## config.mk

```make
export PLATFORM = sky130hd
export DESIGN_NAME = fp_acc_stream
export DESIGN_NICKNAME = d
export VERILOG_FILES = /design/src/rtl/fp_acc_stream.sv
export SDC_FILE = /design/constraint.sdc
export NUM_CORES = 1
export LEC_CHECK = 0
export CORE_MARGIN = 2
export CORE_UTILIZATION = 55
export DETAILED_ROUTE_END_ITERATION = 8
export GPL_TIMING_DRIVEN = 0
export HOLD_SLACK_MARGIN = 0.06
export PLACE_DENSITY = 0.83
export REMOVE_ABC_BUFFERS = 1
export SLEW_MARGIN = 20
export SYNTH_ARGS = -nofsm -noshare
export SYNTH_HDL_FRONTEND = slang
export SYNTH_HIERARCHICAL = 1
export SYNTH_SLANG_ARGS = --single-unit
```

## constraint.sdc

```tcl
create_clock -name clk -period 28.2 [get_ports clk]
set_input_delay 5.64 -clock clk [delete_from_list [all_inputs] [get_ports clk]]
set_output_delay 5.64 -clock clk [all_outputs]
set_load 0.02 [all_outputs]
```

## src/rtl/fp_acc_stream.sv

```systemverilog
// fp_acc_stream: streaming floating-point reduction around the fadd adder.
// Each vector (beats up to and including in_last) is summed into an
// accumulator and the total is presented on out_* until taken downstream.

`ifndef BIT_W
`define BIT_W 32
`endif
`ifndef EXP_W
`define EXP_W 8
`endif
`ifndef M_W
`define M_W 23
`endif

// Combinational same-sign adder: hidden 1 always forced, truncating,
// exponent all-ones operands give zero, opposite signs give zero magnitude.
module fadd (
   input  logic [`BIT_W-1:0] a_i,
   input  logic [`BIT_W-1:0] b_i,
   output logic [`BIT_W-1:0] sum_o
);
   localparam int BW = `BIT_W;
   localparam int EW = `EXP_W;
   localparam int MW = `M_W;

   logic          a_big;
   logic          s_big;
   logic          exc;
   logic          mixed;
   logic [EW-1:0] e_big;
   logic [EW-1:0] e_sml;
   logic [EW-1:0] e_diff;
   logic [EW-1:0] e_res;
   logic [MW:0]   m_big;
   logic [MW:0]   m_sml;
   logic [MW:0]   m_shf;
   logic [MW+1:0] m_sum;
   logic [MW-1:0] f_res;

   // Align the smaller operand, add mantissas, renormalise on carry-out.
   always_comb begin
      exc   = (&a_i[BW-2:MW]) | (&b_i[BW-2:MW]);
      mixed = a_i[BW-1] ^ b_i[BW-1];
      a_big = (a_i[BW-2:0] >= b_i[BW-2:0]);
      if (a_big) begin
         s_big = a_i[BW-1];
         e_big = a_i[BW-2:MW];
         m_big = {1'b1, a_i[MW-1:0]};
         e_sml = b_i[BW-2:MW];
         m_sml = {1'b1, b_i[MW-1:0]};
      end else begin
         s_big = b_i[BW-1];
         e_big = b_i[BW-2:MW];
         m_big = {1'b1, b_i[MW-1:0]};
         e_sml = a_i[BW-2:MW];
         m_sml = {1'b1, a_i[MW-1:0]};
      end
      e_diff = e_big - e_sml;
      m_shf  = m_sml >> e_diff;
      m_sum  = {1'b0, m_big} + {1'b0, m_shf};
      if (m_sum[MW+1]) begin
         e_res = e_big + EW'(1);
         f_res = m_sum[MW:1];
      end else begin
         e_res = e_big;
         f_res = m_sum[MW-1:0];
      end
      // Exponent overflow lands on infinity with a clean fraction.
      if (&e_res) begin
         f_res = '0;
      end
      if (exc) begin
         sum_o = '0;
      end else if (mixed) begin
         sum_o = {s_big, {(BW-1){1'b0}}};
      end else begin
         sum_o = {s_big, e_res, f_res};
      end
   end
endmodule

module fp_acc_stream #(
   parameter int CNT_W = 8
) (
   input  logic              clk,
   input  logic              rst,
   input  logic              in_valid,
   output logic              in_ready,
   input  logic [`BIT_W-1:0] in_data,
   input  logic              in_last,
   output logic              out_valid,
   input  logic              out_ready,
   output logic [`BIT_W-1:0] out_data,
   output logic [CNT_W-1:0]  out_count,
   output logic              out_exc,
   output logic              out_mixed
);
   localparam int BW = `BIT_W;
   localparam int MW = `M_W;

   typedef enum logic [1:0] {
      IDLE = 2'd0,
      ACC  = 2'd1,
      HOLD = 2'd2
   } state_t;

   state_t           state_q;
   logic [BW-1:0]    acc_q;
   logic [CNT_W-1:0] cnt_q;
   logic             empty_q;
   logic             exc_q;
   logic             mixed_q;
   logic             in_ready_q;
   logic             out_valid_q;
   logic [BW-1:0]    out_data_q;
   logic [CNT_W-1:0] out_count_q;
   logic             out_exc_q;
   logic             out_mixed_q;

   logic             beat;
   logic [BW-1:0]    fsum;
   logic [BW-1:0]    sum_d;
   logic [CNT_W-1:0] cnt_d;
   logic             exc_d;
   logic             mixed_d;

   // Beat counter increment that sticks at all-ones instead of wrapping.
   function automatic logic [CNT_W-1:0] sat_inc(input logic [CNT_W-1:0] c);
      if (&c) begin
         return c;
      end
      return c + CNT_W'(1);
   endfunction

   fadd u_fadd (
      .a_i   (acc_q),
      .b_i   (in_data),
      .sum_o (fsum)
   );

   assign beat = in_valid & in_ready_q;

   // Next accumulator/counter/flag values for the beat on the inputs; the
   // first beat bypasses fadd because fadd cannot add to a zero accumulator.
   always_comb begin
      sum_d   = empty_q ? in_data : fsum;
      cnt_d   = empty_q ? CNT_W'(1) : sat_inc(cnt_q);
      exc_d   = exc_q | (&in_data[BW-2:MW]);
      mixed_d = mixed_q | (~empty_q & (acc_q[BW-1] ^ in_data[BW-1]));
   end

   // Control FSM with registered handshake and result outputs.
   always_ff @(posedge clk or posedge rst) begin
      if (rst) begin
         state_q     <= IDLE;
         acc_q       <= '0;
         cnt_q       <= '0;
         empty_q     <= 1'b1;
         exc_q       <= 1'b0;
         mixed_q     <= 1'b0;
         in_ready_q  <= 1'b0;
         out_valid_q <= 1'b0;
         out_data_q  <= '0;
         out_count_q <= '0;
         out_exc_q   <= 1'b0;
         out_mixed_q <= 1'b0;
      end else begin
         case (state_q)
            IDLE, ACC: begin
               in_ready_q <= 1'b1;
               if (beat) begin
                  if (in_last) begin
                     // Close the vector: publish the total and clear the
                     // accumulator so the next vector starts clean.
                     out_data_q  <= sum_d;
                     out_count_q <= cnt_d;
                     out_exc_q   <= exc_d;
                     out_mixed_q <= mixed_d;
                     out_valid_q <= 1'b1;
                     in_ready_q  <= 1'b0;
                     state_q     <= HOLD;
                     acc_q       <= '0;
                     cnt_q       <= '0;
                     exc_q       <= 1'b0;
                     mixed_q     <= 1'b0;
                     empty_q     <= 1'b1;
                  end else begin
                     acc_q   <= sum_d;
                     cnt_q   <= cnt_d;
                     exc_q   <= exc_d;
                     mixed_q <= mixed_d;
                     empty_q <= 1'b0;
                     state_q <= ACC;
                  end
               end
            end
            HOLD: begin
               // Input stays stalled until the result is taken, which
               // leaves a one-cycle bubble between vectors.
               if (out_valid_q && out_ready) begin
                  out_valid_q <= 1'b0;
                  in_ready_q  <= 1'b1;
                  state_q     <= IDLE;
               end
            end
            default: begin
               state_q     <= IDLE;
               out_valid_q <= 1'b0;
               in_ready_q  <= 1'b0;
            end
         endcase
      end
   end

   assign in_ready  = in_ready_q;
   assign out_valid = out_valid_q;
   assign out_data  = out_data_q;
   assign out_count = out_count_q;
   assign out_exc   = out_exc_q;
   assign out_mixed = out_mixed_q;

endmodule
```

; ---- Word level (Yosys, flattened, before mapping)
; Index checks and enable logic that the tools add are counted.
[op_classes]
reduce_logical = 11
addsub = 4
n_eq_ne = 5
bitwise = 7
n_lt_le_gt_ge = 1
shift = 1
mux = 32
[ops]
columns = op, n
row1 = 32-bit two-way mux, 3
row2 = 23-bit two-way mux, 4
row3 = 8-bit two-way mux, 7
row4 = 8-bit AND reduction, 4
row5 = 31-bit >= comparator, 1
row6 = 31-bit two-way mux, 1
row7 = 24-bit by 24-bit adder with 25-bit output, 1
row8 = 24-bit by 8-bit >> shifter with 24-bit output, 1
row9 = 8-bit by 1-bit adder with 8-bit output (second input constant), 2
row10 = 1-bit two-way mux, 11
row11 = 8-bit subtractor, 1
row12 = 2-bit two-way mux, 3
row13 = 2-bit != test (second input constant), 3
row14 = 3-bit AND reduction, 2
row15 = 1-bit case mux with 2 select lines, 2
row16 = 2-bit case mux with 2 select lines, 1
row17 = 2-bit AND reduction, 2
row18 = 1-bit bitwise OR, 3
row19 = 1-bit bitwise AND, 2
row20 = 2-bit by 1-bit equality test with 1-bit output (second input constant), 1
row21 = 2-bit equality test (second input constant), 1
row22 = 2-bit logical NOT, 1
row23 = 2-bit OR reduction, 1
row24 = 1-bit logical AND, 1
row25 = other kinds (2), 2
[totals]
word_cells = 73
ff_bits = 89
inputBits = 37

; ---- Depth between registers and ports, before layout
; Gate-level depths: netlist (run 1).
[depth]
ltp_word = 12
ltp_mapped = 48

; ---- Cells and area by module
; The synthesis (run 1) kept the hierarchy.
[modules_own_cells]
columns = mod, area_per_inst_um2, cells_per_inst, instances
row1 = fadd, 4888.4, 676, 1
row2 = fp_acc_stream, 3938.8, 383, 1

; ---- Worst setup path before layout (run 1)
; OpenSTA, ideal clock, no wires.
[synth_path]
kind = input to register
startpoint = input port in_data[27]
endpoint = register out_data_q[8] (netlist: out_data[8])
setup_ps = 133
cell_stages = 46
arrival_ps = 14944
setup_slack_ps = 13122
required_ps = 28067
path_buffers = 10
cell_sequence = inv_1 ha_1 buf_4 nand4_1 nor4_2 a221oi_1 and3_4 buf_6 buf_6 buf_2 buf_2 buf_1 buf_1 clkbuf_1 mux2i_1 ha_1 nand2_1 and3_1 [... 10 more ...] ha_1 a21o_1 a21oi_2 o21ai_0 a221oi_1 o21ai_0 or2_2 o211ai_1 a311oi_1 and2_1 a311oi_2 o21ai_0 a211o_1 nor4b_4 buf_6 a2111oi_1 mux2i_1 o21ai_0
[synth_via]
elab_chain_cells = 11
[synth_rtl]
columns = item, line_no
row1 = from (decl), 89  ; input logic [`BIT_W-1:0] in_data,
row2 = 31-bit >= comparator, 44  ; a_big = (a_i[BW-2:0] >= b_i[BW-2:0]);
row3 = 8-bit two-way mux, 45  ; if (a_big) begin
row4 = 8-bit subtractor, 58  ; e_diff = e_big - e_sml;
row5 = 24-bit by 8-bit >> shifter with 24-bit output, 59  ; m_shf = m_sml >> e_diff;
row6 = 24-bit by 24-bit adder with 25-bit output, 60  ; m_sum = {1'b0, m_big} + {1'b0, m_shf};
row7 = 8-bit two-way mux, 61  ; if (m_sum[MW+1]) begin
row8 = 8-bit AND reduction, 69  ; if (&e_res) begin
row9 = 23-bit two-way mux, 69
row10 = 31-bit two-way mux, 74  ; end else if (mixed) begin
row11 = 32-bit two-way mux (*), 72  ; if (exc) begin
row12 = via fsum[8], 121  ; logic [BW-1:0] fsum;
row13 = 32-bit two-way mux (*), 146  ; sum_d = empty_q ? in_data : fsum;
row14 = to (signal assigned), 175  ; out_data_q <= sum_d;
row15 = to (decl), 115  ; logic [BW-1:0] out_data_q;
; The timed path passes the listed nets; every way through them passes the cells marked *.
; A chain may end at the register's enable or synchronous reset.

; ---- Worst setup path after layout (run 1)
[layout_path]
startpoint = input port in_data[23]
endpoint = register acc_q[3]
[layout_via]
elab_chain_cells = 12
[layout_rtl]
columns = item, line_no
row1 = 31-bit >= comparator, 44
row2 = 8-bit two-way mux, 45
row3 = 8-bit subtractor, 58
row4 = 24-bit by 8-bit >> shifter with 24-bit output, 59
row5 = 24-bit by 24-bit adder with 25-bit output, 60
row6 = 8-bit two-way mux, 61
row7 = 8-bit AND reduction, 69
row8 = 23-bit two-way mux, 69
row9 = 31-bit two-way mux, 74
row10 = 32-bit two-way mux (*), 72
row11 = via fsum[3], 121
row12 = 32-bit two-way mux (*), 146
row13 = 32-bit two-way mux (*), 172  ; if (in_last) begin
row14 = to (signal assigned), 188  ; acc_q <= sum_d;
row15 = to (decl), 108  ; logic [BW-1:0] acc_q;
; Marks and branches as above.

==> results of run 1 <==
path summary, 6_finish.rpt:
path                              from           to  slack [ns]  cells past startpoint
min                        out_data[2]  out_data[2]        0.48                      2
max                        in_data[23]     acc_q[3]       12.05                     39
max reg2reg                  acc_q[23]     acc_q[3]       17.58                     37
max in group asynchronous          rst      empty_q       21.86                      3
min reg2reg                out_data[2]  out_data[2]        0.48                      2
min in group asynchronous          rst     cnt_q[5]        5.68                      2
kinds of logic after synthesis:
kind of cell               synth area share
AOI/OAI and AO/OA                     0.210
buffers and inverters                0.0577
and+or+nand+nor                       0.188
adders and majority gates            0.0831
xor gates and xnor gates             0.0308
muxes                                 0.177
DFF                                   0.252
flip-flops by register name, summed over array words and instances, names as in the netlist:
signal / count
acc_q: 32
cnt_q: 8
empty_q: 1
exc_q: 1
in_ready: 1
mixed_q: 1
out_count: 8
out_data: 32
out_exc: 1
out_mixed: 1
out_valid: 1
state_q: 2
power breakdown:
| group | total (mW) | internal (mW) | switching, mW |
|---|---|---|---|
| combinational | 0.856 | 0.364 | 0.492 |
| sequential | 0.231 | 0.175 | 0.0559 |
| clock | 0.131 | 0.0713 | 0.0595 |
| total | 1.22 | 0.610 | 0.608 |
area by class of cell:
class	count	area [um2]	share of cell area
clock buffer	9	225	0.0222
clock inverter	7	93.8	0.00924
inverter	45	171	0.0169
multi-input combinational	860	6140	0.604
sequential	89	2230	0.220
tap	216	270	0.0266
timing repair buffer	95	1030	0.101
worst max-delay path: cells and delay by family:
| kind | cells | cell delay (ns) |
|---|---|---|
| AOI/OAI and AO/OA | 17 | 4.52 |
| and+or+nand+nor | 11 | 2.60 |
| adders and majority gates | 3 | 1.34 |
| buffers and inverters | 4 | 1.23 |
| muxes | 4 | 1.00 |
per-layer routing:
| metal | part of all wire | up-vias |
|---|---|---|
| li1 | - | 3965 |
| met1 | 0.44 | 3852 |
| met2 | 0.48 | 297 |
| met3 | 0.060 | 42 |
| met4 | 0.024 | 0 |
| met5 | 0 | - |
per-stage QoR:
stage | area (um2) | util | std cells
2_1_floorplan | 8490 | - | 994
3_3_place_gp | 9560 | 0.606 | 1290
3_5_place_dp | 9790 | 0.621 | 1303
4_1_cts | 10100 | 0.641 | 1319
5_1_grt | 10200 | 0.644 | 1321
6_report | 10200 | 0.644 | 1321
cell usage in the layout (no fill, tap or decap), types with 9 or more instances in the layout:
cell             count
clkbuf_16            9
a2111oi_2           10
ha_1                55
xor2_1              14
xnor2_1             15
inv_1               44
nand2_1            128
nand3_1             22
buf_6               10
o21ai_0             75
nor2_1              99
dfrtp_1             88
nand4_1             14
clkdlybuf4s50_1     79
nor3_1              12
and3_1              10
a211oi_1            11
mux2_2              25
a21oi_1             55
nand2b_1            12
mux2i_1            123
and2_1               9
o31ai_1             35
a21o_1              12
==> metrics.csv, run 1 <==
stage,metric,value,unit
logic_synthesis,synth_area_leaders,"dfrtp_1 (25%), mux2i_1 (14%), ha_1 (8.1%)",
die,io-pin-count,81,
power,leakagePower,4.74,nW
layout,finalNetCount,1195,
die,placementRows,46,
grt,grt_max_degree,86,
worst_setup_path,crit_fanout,30,
placed_design,io_buffer_count,80,
cts,cts.sinks,89,
worst_setup_path,cp.arrival,16.38,ns
cts,clock_latency,0.37,ns
sta,period_minus_slack,16.15,ns
worst_setup_path,cp_slowest_cell,ha_2,
logic_synthesis,synth.avg_cell_area,8.34,um2
worst_setup_path,cp-end-kind,flip-flop,
sta,fmax,0.0619,GHz
sta,worstMarginPinSlew,1.08,ns
job,cap_violations,0,
sta,skew,0.0109,ns
logic_synthesis,synthTopCellsByCount,"nand2_1 (128), mux2i_1 (123), nor2_1 (99)",
sta,max-slew-margin-rel,0.275,
logic_synthesis,ys_async_sr_fraction,1.00,
logic_synthesis,yosysTopAreaCellShare,0.249,
logic_synthesis,synthFlopType,dfrtp_1,
placed_design,dp_slack,11.22,ns
grt,grt_pass1_wl,37500,um
layout,layout-drive-gt1-share,0.0905,
power,ir_drop,0.0691,mV
cts,clock-root-buffer,clkbuf_16,
grt,use_met2,0.459,
logic_synthesis,ys_seq_area_frac,0.252,
sta,setup_viol,0,
placed_design,dp_hpwl,16600,um
routing,num_vias,8156,
sta,setup_slack,12.05,ns
outcome,status,finished clean,
grt,overflow,0,
logic_synthesis,synth_largest_area_cell,dfrtp_1,
logic_synthesis,synth_edf_count,0,
grt,grtUsageMet3,0.0383,
die,coreArea,15800,um2
routing,routed_wl,22700,um
cts,cts.htree.levels,3,
layout,nFillCells,1357,
routing,drcViolationCount,0,
worst_setup_path,critPathKind,input pin to flip-flop,
worst_setup_path,max_stage_delay,0.85,ns
routing,drtPass1Iterations,7,
layout,n_antenna_cell,0,
die,die_x,131,um
logic_synthesis,synth-seq-cells,89,
logic_synthesis,synthCells,1059,
logic_synthesis,syn_area,8830,um2
routing,viasPerCell,6.17,
sta,fin_crit_sh,0.573,
grt,grt_pass1_vias,7683,
logic_synthesis,post_synth_num_cell_types,86,
routing,wl_per_cell,17.2,um
cts,cts.clk_slew.worst_paths,0.08,ns
sta,holdWs,0.480,ns
routing,drt-initial-drc-count,530,
die,die_y,131,um
worst_setup_path,start_kind,input pin,
power,design_power_total,1.22,mW
die,start_util,0.560,
grt,grt_usage,0.274,
layout,syn2layout_area_growth,15.1,%
cts,cts_resized,0,
sta,finalSetupTns,0,ns
die,die_area,17100,um2
cts,tritoncts,yes,
logic_synthesis,ys_warn_count,6,
grt,grt_busiest_layer,met2,
placed_design,gp_congestion,0.928,
routing,antenna_left,0,
cts,cts_buffers,9,
cts,postCtsSetupBuffers,0,
sta,rsz0062_at_grt,false,
worst_setup_path,required,28.43,ns
sta,drv_slew,0,
grt,use_met1,0.360,
power,cellPowerDensity,120,nW/um2
cts,cts_max_path_buffers,2,
logic_synthesis,synth.most_common_cell,nand2_1,
grt,antenna_found_initial,0,
cts,holdBufCountCts,0,
hold_path,hold_class,flip-flop to flip-flop,
sta,hold_viol,0,
Power figures use the tool's default switching activity.
==> run 2, diff against run 1 <==
Clock period 28.2 ns to 16.5 ns, I/O delays scaled along.
==> results of run 2 <==
Same layout as run 1 (identical final DEF). Status: finished clean.
Main changes from that run: setup slack after placement 11.22 ns -> 1.86 ns; setup slack after layout 12.05 ns -> 2.69 ns; register-to-register setup slack 17.58 ns -> 5.88 ns; total power 1.22 mW -> 2.08 mW; worst IR drop on VDD 0.0691 mV -> 0.118 mV
==> run 3, diff against run 2 <==
Clock period 16.5 ns to 14 ns, I/O delays scaled along.
==> results of run 3 <==
Same layout as run 1 (identical final DEF). Status: finished clean.
Main changes from that run: setup slack after placement 11.22 ns -> -0.142 ns; setup slack after layout 12.05 ns -> 0.688 ns; register-to-register setup slack 17.58 ns -> 3.38 ns; total power 1.22 mW -> 2.45 mW; worst IR drop on VDD 0.0691 mV -> 0.139 mV
